File: src/rtl/rpn_stack_controller_if.sv
// Token/result bus between the UART parser, the RPN stack controller and the TX formatter.
interface rpn_stack_controller_if #(
  parameter int DEPTH = 8,
  parameter int WIDTH = 16
);
  localparam int DW = $clog2(DEPTH) + 1;

  logic             num_ready;
  logic [WIDTH-1:0] num;
  logic             op_ready;
  logic [3:0]       op;
  logic             res_ready;
  logic             res_valid;
  logic [WIDTH-1:0] res_data;
  logic             res_err;
  logic             busy;
  logic [DW-1:0]    depth;

  modport master (
    output num_ready, num, op_ready, op, res_ready,
    input  res_valid, res_data, res_err, busy, depth
  );

  modport slave (
    input  num_ready, num, op_ready, op, res_ready,
    output res_valid, res_data, res_err, busy, depth
  );
endinterface

File: src/rtl/rpn_stack_controller.sv
// RPN calculator sequencer: operand stack, small ALU with iterative divide, result hand-off.
module rpn_stack_controller #(
  parameter int DEPTH = 8,
  parameter int WIDTH = 16
) (
  input  logic                 clk,
  input  logic                 rst_n,
  rpn_stack_controller_if.slave bus
);

  localparam int PW = $clog2(DEPTH);
  localparam int DW = PW + 1;
  localparam int CW = $clog2(WIDTH) + 1;

  localparam logic [DW-1:0] DEPTH_FULL = DW'(DEPTH);
  localparam logic [DW-1:0] D_ONE      = DW'(1);
  localparam logic [DW-1:0] D_TWO      = DW'(2);
  localparam logic [CW-1:0] DIV_LAST   = CW'(WIDTH - 1);
  localparam logic [CW-1:0] C_ONE      = CW'(1);
  localparam logic [3:0]    OP_EOL     = 4'hF;
  localparam logic [1:0]    OP_DIV     = 2'd3;

  typedef enum logic [2:0] {IDLE, EXEC, DIV, WB, EMIT} state_t;

  state_t state;
  state_t next_state;

  logic [WIDTH-1:0] stack [DEPTH];
  logic [DW-1:0]    depth_q;
  logic             err;
  logic [WIDTH-1:0] a;
  logic [WIDTH-1:0] b;
  logic [WIDTH-1:0] r;
  logic [1:0]       op_q;
  logic [WIDTH-1:0] rem;
  logic [WIDTH-1:0] quo;
  logic [CW-1:0]    div_cnt;
  logic [WIDTH-1:0] res_data_q;
  logic             res_err_q;

  logic             in_idle;
  logic             op_arith;
  logic             op_eol;
  logic             push_en;
  logic             op_go;
  logic             eol_go;
  logic             wb_en;
  logic [PW-1:0]    push_idx;
  logic [PW-1:0]    nos_idx;
  logic [PW-1:0]    tos_idx;
  logic [WIDTH:0]   div_shift;
  logic [WIDTH:0]   div_diff;
  logic             div_ge;
  logic [WIDTH-1:0] div_rem_next;
  logic [WIDTH-1:0] div_quo_next;

  assign in_idle  = (state == IDLE);
  assign op_arith = (bus.op[3:2] == 2'b00);
  assign op_eol   = (bus.op == OP_EOL);
  assign push_en  = in_idle && bus.num_ready && (depth_q < DEPTH_FULL);
  assign op_go    = in_idle && !bus.num_ready && bus.op_ready && op_arith && (depth_q >= D_TWO);
  assign eol_go   = in_idle && !bus.num_ready && bus.op_ready && op_eol;
  assign wb_en    = (state == WB);
  assign push_idx = depth_q[PW-1:0];
  assign nos_idx  = PW'(depth_q - D_TWO);
  assign tos_idx  = PW'(depth_q - D_ONE);

  assign div_shift    = {rem, quo[WIDTH-1]};
  assign div_diff     = div_shift - {1'b0, b};
  assign div_ge       = !div_diff[WIDTH];
  assign div_rem_next = div_ge ? div_diff[WIDTH-1:0] : div_shift[WIDTH-1:0];
  assign div_quo_next = {quo[WIDTH-2:0], div_ge};

  // State register; reset aborts any operation in flight, including a pending result.
  always_ff @(posedge clk) begin
    if (!rst_n) begin
      state <= IDLE;
    end else begin
      state <= next_state;
    end
  end

  // Next-state logic: a number on the same cycle as an operator suppresses the operator.
  always_comb begin
    next_state = state;
    case (state)
      IDLE: begin
        if (op_go) begin
          next_state = EXEC;
        end else if (eol_go) begin
          next_state = EMIT;
        end
      end
      EXEC: begin
        if (op_q == OP_DIV && b != '0) begin
          next_state = DIV;
        end else begin
          next_state = WB;
        end
      end
      DIV: begin
        if (div_cnt == DIV_LAST) begin
          next_state = WB;
        end
      end
      WB: begin
        next_state = IDLE;
      end
      EMIT: begin
        if (bus.res_ready) begin
          next_state = IDLE;
        end
      end
      default: begin
        next_state = IDLE;
      end
    endcase
  end

  // Occupancy, sticky error flag and the latched end-of-line result; the handshake clears err last.
  always_ff @(posedge clk) begin
    if (!rst_n) begin
      depth_q    <= '0;
      err        <= 1'b0;
      res_data_q <= '0;
      res_err_q  <= 1'b0;
    end else begin
      if (!in_idle && (bus.num_ready || bus.op_ready)) begin
        err <= 1'b1;
      end
      case (state)
        IDLE: begin
          if (bus.num_ready) begin
            if (depth_q < DEPTH_FULL) begin
              depth_q <= depth_q + D_ONE;
            end else begin
              err <= 1'b1;
            end
            if (bus.op_ready) begin
              err <= 1'b1;
            end
          end else if (bus.op_ready) begin
            if (op_arith) begin
              if (depth_q < D_TWO) begin
                err <= 1'b1;
              end
            end else if (op_eol) begin
              if (depth_q == D_ONE && !err) begin
                res_data_q <= stack[0];
                res_err_q  <= 1'b0;
              end else begin
                res_data_q <= '0;
                res_err_q  <= 1'b1;
              end
            end else begin
              err <= 1'b1;
            end
          end
        end
        EXEC: begin
          if (op_q == OP_DIV && b == '0) begin
            err <= 1'b1;
          end
        end
        WB: begin
          depth_q <= depth_q - D_ONE;
        end
        EMIT: begin
          if (bus.res_ready) begin
            depth_q <= '0;
            err     <= 1'b0;
          end
        end
        default: begin
        end
      endcase
    end
  end

  // ALU operands and restoring divider; these are only meaningful between EXEC and WB, so no reset.
  always_ff @(posedge clk) begin
    if (op_go) begin
      a    <= stack[nos_idx];
      b    <= stack[tos_idx];
      op_q <= bus.op[1:0];
    end
    case (state)
      EXEC: begin
        case (op_q)
          2'd0:    r <= a + b;
          2'd1:    r <= a - b;
          2'd2:    r <= a * b;
          default: r <= '0;
        endcase
        rem     <= '0;
        quo     <= a;
        div_cnt <= '0;
      end
      DIV: begin
        rem     <= div_rem_next;
        quo     <= div_quo_next;
        div_cnt <= div_cnt + C_ONE;
        if (div_cnt == DIV_LAST) begin
          r <= div_quo_next;
        end
      end
      default: begin
      end
    endcase
  end

  // Stack storage is deliberately not reset; only the occupancy count is.
  always_ff @(posedge clk) begin
    if (push_en) begin
      stack[push_idx] <= bus.num;
    end else if (wb_en) begin
      stack[nos_idx] <= r;
    end
  end

  // Outputs decoded from state; the result bus reads zero outside EMIT.
  always_comb begin
    bus.res_valid = (state == EMIT);
    bus.res_data  = (state == EMIT) ? res_data_q : '0;
    bus.res_err   = (state == EMIT) && res_err_q;
    bus.busy      = (state != IDLE);
    bus.depth     = depth_q;
  end

endmodule

File: src/flat_wrapper.sv
// flat-port wrapper written by rule: the top's interface ports become plain ports
module rpn_stack_controller_flat 
#(
  parameter int DEPTH = 8,
  parameter int WIDTH = 16
)
  (clk, rst_n, bus_num_ready, bus_num, bus_op_ready, bus_op, bus_res_ready, bus_res_valid, bus_res_data, bus_res_err, bus_busy, bus_depth);
  rpn_stack_controller_if #(.DEPTH(DEPTH), .WIDTH(WIDTH)) bus_i ();
  input  logic clk;
  input  logic rst_n;
  input wire logic [$bits(bus_i.num_ready)-1:0] bus_num_ready;
  input wire logic [$bits(bus_i.num)-1:0] bus_num;
  input wire logic [$bits(bus_i.op_ready)-1:0] bus_op_ready;
  input wire logic [$bits(bus_i.op)-1:0] bus_op;
  input wire logic [$bits(bus_i.res_ready)-1:0] bus_res_ready;
  output wire logic [$bits(bus_i.res_valid)-1:0] bus_res_valid;
  output wire logic [$bits(bus_i.res_data)-1:0] bus_res_data;
  output wire logic [$bits(bus_i.res_err)-1:0] bus_res_err;
  output wire logic [$bits(bus_i.busy)-1:0] bus_busy;
  output wire logic [$bits(bus_i.depth)-1:0] bus_depth;
  assign bus_i.num_ready = bus_num_ready;
  assign bus_i.num = bus_num;
  assign bus_i.op_ready = bus_op_ready;
  assign bus_i.op = bus_op;
  assign bus_i.res_ready = bus_res_ready;
  assign bus_res_valid = bus_i.res_valid;
  assign bus_res_data = bus_i.res_data;
  assign bus_res_err = bus_i.res_err;
  assign bus_busy = bus_i.busy;
  assign bus_depth = bus_i.depth;
  rpn_stack_controller #(.DEPTH(DEPTH), .WIDTH(WIDTH)) u_core (.clk(clk), .rst_n(rst_n), .bus(bus_i));
endmodule
File: config.mk
export PLATFORM = sky130hd
export DESIGN_NAME = rpn_stack_controller_flat
export DESIGN_NICKNAME = d
export VERILOG_FILES = /design/src/rtl/rpn_stack_controller_if.sv /design/src/rtl/rpn_stack_controller.sv /design/src/flat_wrapper.sv
export SDC_FILE = /design/constraint.sdc
export NUM_CORES = 1
export LEC_CHECK = 0
export CAP_MARGIN = 40
export CORE_ASPECT_RATIO = 2
export CORE_UTILIZATION = 63
export DETAILED_ROUTE_END_ITERATION = 10
export GPL_ROUTABILITY_DRIVEN = 0
export HOLD_SLACK_MARGIN = 0.08
export MAX_ROUTING_LAYER = met4
export PLACE_DENSITY = 0.92
export SLEW_MARGIN = 10
export SYNTH_ARGS = -nofsm -noshare
export SYNTH_HDL_FRONTEND = slang
export SYNTH_SLANG_ARGS = --single-unit
File: constraint.sdc
create_clock -name clk -period 9.85 [get_ports clk]
set_input_delay 0.985 -clock clk [delete_from_list [all_inputs] [get_ports clk]]
set_output_delay 0.985 -clock clk [all_outputs]
set_load 0.005 [all_outputs]
Yosys cells after proc, flatten, opt, wreduce, memory -nomap -nowiden:

Memory sizes are Yosys's and may differ from the RTL's. A register that Yosys moved wholly into a read port is not among the register bits.
Index checks and enable logic that the tools add are counted.

* memory bits (writable): 128
* input port bits: 25
* logic and storage cells: 108
* output and inout port bits: 23
* memories kept: 1
* register bits: 80

Memories
* u_core.stack: words 8, bits a word 16, read ports 3, clocked after Yosys merged registers in 2, write ports 1, RTL line rpn_stack_controller.sv:28 `logic [WIDTH-1:0] stack [DEPTH];`

* $lt $le $gt $ge: 3
* reductions and logical operators: 30
* multipliers: 1
* bitwise operators: 2
* add/subtract/negate cells: 7
* equality and inequality tests: 15
* mux-type cells: 39

Operators with widths (count)
* one-hot mux 16 bit (2 select lines): 3
* 2-to-1 mux 16 bit: 5
* one-hot mux 16 bit (3 select lines): 1
* 2-to-1 mux 1 bit: 18
* subtractor 17 x 16 -> 17 bit: 1
* adder 16 bit: 1
* logical NOT 16 bit: 1
* multiplier 16 x 16 -> 16 bit: 1
* nonzero test 16 bit: 1
* OR reduction 16 bit: 1
* subtractor 16 bit: 1
* 2-to-1 mux 3 bit: 5
* logical AND 1 bit: 12
* 2-to-1 mux 4 bit: 3
* one-hot mux 3 bit (4 select lines): 1
* one-hot mux 4 bit (3 select lines): 1
* one-hot mux 5 bit (2 select lines): 1
* == test 3 x 2 -> 1 bit (second input constant): 2
* inequality test 2 bit (second input constant): 3
* nonzero test 3 bit: 2
* adder 5 x 1 -> 5 bit (second input constant): 1
* == test 5 x 4 -> 1 bit (second input constant): 1
* AND reduction 5 bit: 1
* adder 4 x 1 -> 4 bit (second input constant): 1
* 23 further kinds: 29

Depth between registers and ports, before layout:

* depth after elaboration: 9
* gate-level depth with buffers: 22
* gate-level depth less buffers: 21

Worst setup path after synthesis:

No wires, ideal clock.

* path kind: input to register
* from: in bus_num_ready
* to: reg u_core.a[0], read port of u_core.stack, enable pin
* path slack: 2635 ps
* arrival time: 6601 ps
* cell stages on the path: 2
* cells stage by stage: nand3b_1 > a2111oi_0

* longest elaborated chain between the ends: 5

Ends and longest elaborated chain
* from (decl): RTL line flat_wrapper.sv:11 `input wire logic [$bits(bus_i.num_ready)-1:0] bus_num_ready;`
* logical NOT 1 bit: RTL line rpn_stack_controller.sv:61 `assign op_go = in_idle && !bus.num_ready && bus.op_ready && op_arith && (depth_q >= D_TWO);`
* logical AND 1 bit (4 in a row): RTL line rpn_stack_controller.sv:61
* net u_core.op_go: RTL line rpn_stack_controller.sv:45 `logic op_go;`
* to (decl): RTL line rpn_stack_controller.sv:31 `logic [WIDTH-1:0] a;`

The timed path passes the listed nets, and every way through them passes these cells.
A chain may end at the register's enable or synchronous reset.

Worst setup path after layout:

* from: reg u_core.b[1], read port of u_core.stack
* to: reg u_core.r[12], data pin

* longest elaborated chain between the ends: 3
* elaborated cells on any way between the ends: 5

Ends and longest elaborated chain
* from (decl): RTL line rpn_stack_controller.sv:32 `logic [WIDTH-1:0] b;`
* multiplier 16 x 16 -> 16 bit (tied with other cells): RTL line rpn_stack_controller.sv:192 `2'd2: r <= a * b;`
* one-hot mux 16 bit (3 select lines) (*): RTL line rpn_stack_controller.sv:189 `case (op_q)`
* one-hot mux 16 bit (2 select lines) (*): RTL line rpn_stack_controller.sv:187 `case (state)`
* to (signal assigned): RTL line rpn_stack_controller.sv:190 `2'd0: r <= a + b;`
* to (signal assigned): RTL line rpn_stack_controller.sv:191 `2'd1: r <= a - b;`
* to (signal assigned): RTL line rpn_stack_controller.sv:192
* to (decl): RTL line rpn_stack_controller.sv:33 `logic [WIDTH-1:0] r;`

Every way passes the cells marked *; elsewhere a longest branch is shown, timed or not.

==> flow_summary.json <==
{
  "synthTopCellsByCount": "edfxtp_1 (215), nand2_1 (188), inv_1 (145)",
  "grt_pass1_wl_mm": 75.5,
  "finalHoldViolations": 0,
  "slew_headroom_pct": 30.1,
  "async_reset_ff_share_pct": 0,
  "syn_inst": 1437,
  "wire_per_inst_um": 27.1,
  "use_met2_pct": 66.8,
  "final_cells": 1817,
  "cts_resized": 0,
  "crit_slowest_cell": "edfxtp_1",
  "numPortBuffers": 47,
  "cts_hold_buf": 0,
  "crit_path_end_kind": "flip-flop",
  "setup_violations": 0,
  "fin_crit_sh_pct": 62.2,
  "status": "finished, final reports clean",
  "start_util_pct": 64.3,
  "num_vias": 12600,
  "antenna_found_initial": 1,
  "start_kind": "flip-flop",
  "drive_gt1_share_pct": 12.2,
  "cts_sinks": 240,
  "vias_per_cell": 6.95,
  "dpl.hpwl_mm": 33.7,
  "synth_area_leaders": "edfxtp_1 (39%), fa_1 (9.9%), mux4_2 (8.7%), ha_1 (6.9%), nand2_1 (4.3%)",
  "skew_ps": 23.6,
  "hp-class": "reg -> reg",
  "grt-ovfl-total": 0,
  "tightest_slew_ps": 1040,
  "place_area_sq_um": 17400,
  "grtUsageTotal_pct": 40.2,
  "grt_max_degree": 59,
  "drc_errors": 0,
  "crit_required_ps": 10240,
  "die_w_um": 117,
  "cts_buffer_depth": 3,
  "dp_cells": 1778,
  "yosys.area.top_type": "edfxtp_1",
  "cts_made_buffers": 21,
  "vdd_drop_max_mv": 0.197,
  "cp_cell_sequence": "nand2_1, fa_1, fa_1, fa_1, fa_1, inv_1, fa_1, inv_1, fa_1, inv_1, ha_1, and3_1, a211oi_1, xor2_1, or3_1, o211ai_1, o21a_1",
  "yosysMostFrequentCell": "edfxtp_1",
  "first_global_vias": 13400,
  "max_freq_ghz": 0.163,
  "syn_to_final_growth_pct": 9.50,
  "fin_nets": 1660,
  "crit_top_cell": "fa_1",
  "syn_area_per_cell_sq_um": 11.5,
  "fin_area_sq_um": 18100,
  "synth_top_cell_area_share_pct": 39.0,
  "period_needed_ps": 6130,
  "final_max_slew_viol_count": 0,
  "clkTransAtPathRegs_ps": 80,
  "worstPathArrival_ps": 6520,
  "synth_seq_area_share_pct": 42.0,
  "drtIter0Drc": 1247,
  "rows": 83,
  "coreArea_sq_um": 25800,
  "grt.busiest_layer": "met2",
  "syn_nets": 1635,
  "synth_cell_types": 76,
  "synth_seq_cells": 240,
  "synth-edff-count": 215,
  "detail-route-antenna-nets": 0,
  "use_met1_pct": 39.1,
  "postCtsSetupBuffers": 0,
  "die_y_um": 231,
  "worstPathMaxFanout": 17,
  "drv_cap": 0,
  "use_met3_pct": 8.16,
  "yosysWarningCount": 0,
  "firstDrtPassIters": 6,
  "io_pins": 48,
  "setup_tns_ps": 0,
  "max_stage_delay_ps": 840,
  "clockRootBuffer": "clkbuf_16",
  "timing.setup.critical_path_class": "reg -> reg",
  "htreeDepth": 1,
  "crit_family": "adder cells",
  "cp_num_buf_inv": 3,
  "power_leakage_nw": 7.09,
  "syn-cell-area_sq_um": 16600,
  "rsz0062_at_grt": "no",
  "cts_tree": "done",
  "powerDensity_nw_per_um2": 135,
  "wirelength_mm": 49.3,
  "insertion_delay_ps": 530,
  "ys.flop_type": "edfxtp_1",
  "dieArea_sq_um": 27000
}
[per-layer routing]
metal | vias up | part of all wire, %
li1 | 5103 | -
met2 | 1089 | 51
met4 | 0 | 10
met3 | 389 | 10
met5 | - | 0
met1 | 6040 | 28
[metrics by stage]
| step | hold WS, ps | power (mW) | utilization, % | worst slack (ps) |
|---|---|---|---|---|
| global route | 524 | 2.50 | 70.4 | 3480 |
| global placement | 487 | 1.55 | 67.2 | 3960 |
| floorplan | 466 | 1.46 | - | 2630 |
| CTS | 513 | 2.43 | 70.3 | 3800 |
| detailed placement | 493 | 1.57 | 67.6 | 3830 |
| finish | 518 | 2.44 | 70.4 | 3720 |
[kinds of logic after synthesis]
group | synth area share, %
XOR/XNOR | 4.05
adder cells (fa/ha/maj) | 16.8
AO/OA/AOI/OAI | 7.43
AND/OR/NAND/NOR | 13.0
buffers and inverters | 5.17
flip-flops | 42.0
multiplexers | 11.5
[cell usage in the layout (no fill, tap or decap), types with 26 or more instances in the layout]
cell type / instances
edfxtp_1: 215
nand2_1: 188
inv_1: 145
ha_1: 91
nor2_1: 84
fa_1: 82
mux4_2: 64
xnor2_1: 59
and2_1: 53
clkdlybuf4s50_1: 47
a21oi_1: 35
mux2_2: 32
o21ai_0: 26
[worst paths after layout]
kind,startpoint,to,slack [ps],cells after the start
max reg2reg,u_core.b[1]$_DFFE_PP_,u_core.r[12]$_DFFE_PP_,3720,17
min reg2reg,u_core.err$_SDFF_PN0_,u_core.err$_SDFF_PN0_,520,1
max,u_core.b[1]$_DFFE_PP_,u_core.r[12]$_DFFE_PP_,3720,17
min,u_core.err$_SDFF_PN0_,u_core.err$_SDFF_PN0_,520,1
[final cells by class]
type / count / area (sq um)
multi-input combinational: 981 / 8770
fill: 1627 / 7620
sequential: 240 / 6960
timing repair buffer: 73 / 732
clock buffer: 27 / 578
inverter: 145 / 544
tap: 340 / 425
clock inverter: 10 / 123
antenna: 1 / 2.50
[sequential cells by signal, summed over array words and instances, names as in the netlist]
name / flops
u_core.err: 1
u_core.b: 16
u_core.quo: 16
u_core.rem: 16
u_core.r: 16
u_core.a: 16
u_core.bus.depth: 4
u_core.stack: 128
u_core.state: 3
u_core.op_q: 2
u_core.res_data_q: 16
u_core.res_err_q: 1
u_core.div_cnt: 5
[where the power goes]
part | switching [mW] | total [mW] | internal [mW] | leakage, nW
clock | 0.395 | 0.870 | 0.475 | 0.342
sequential | 0.0178 | 1.15 | 1.13 | 2.16
combinational | 0.226 | 0.420 | 0.194 | 4.59
(Power assumes the default switching activity.)
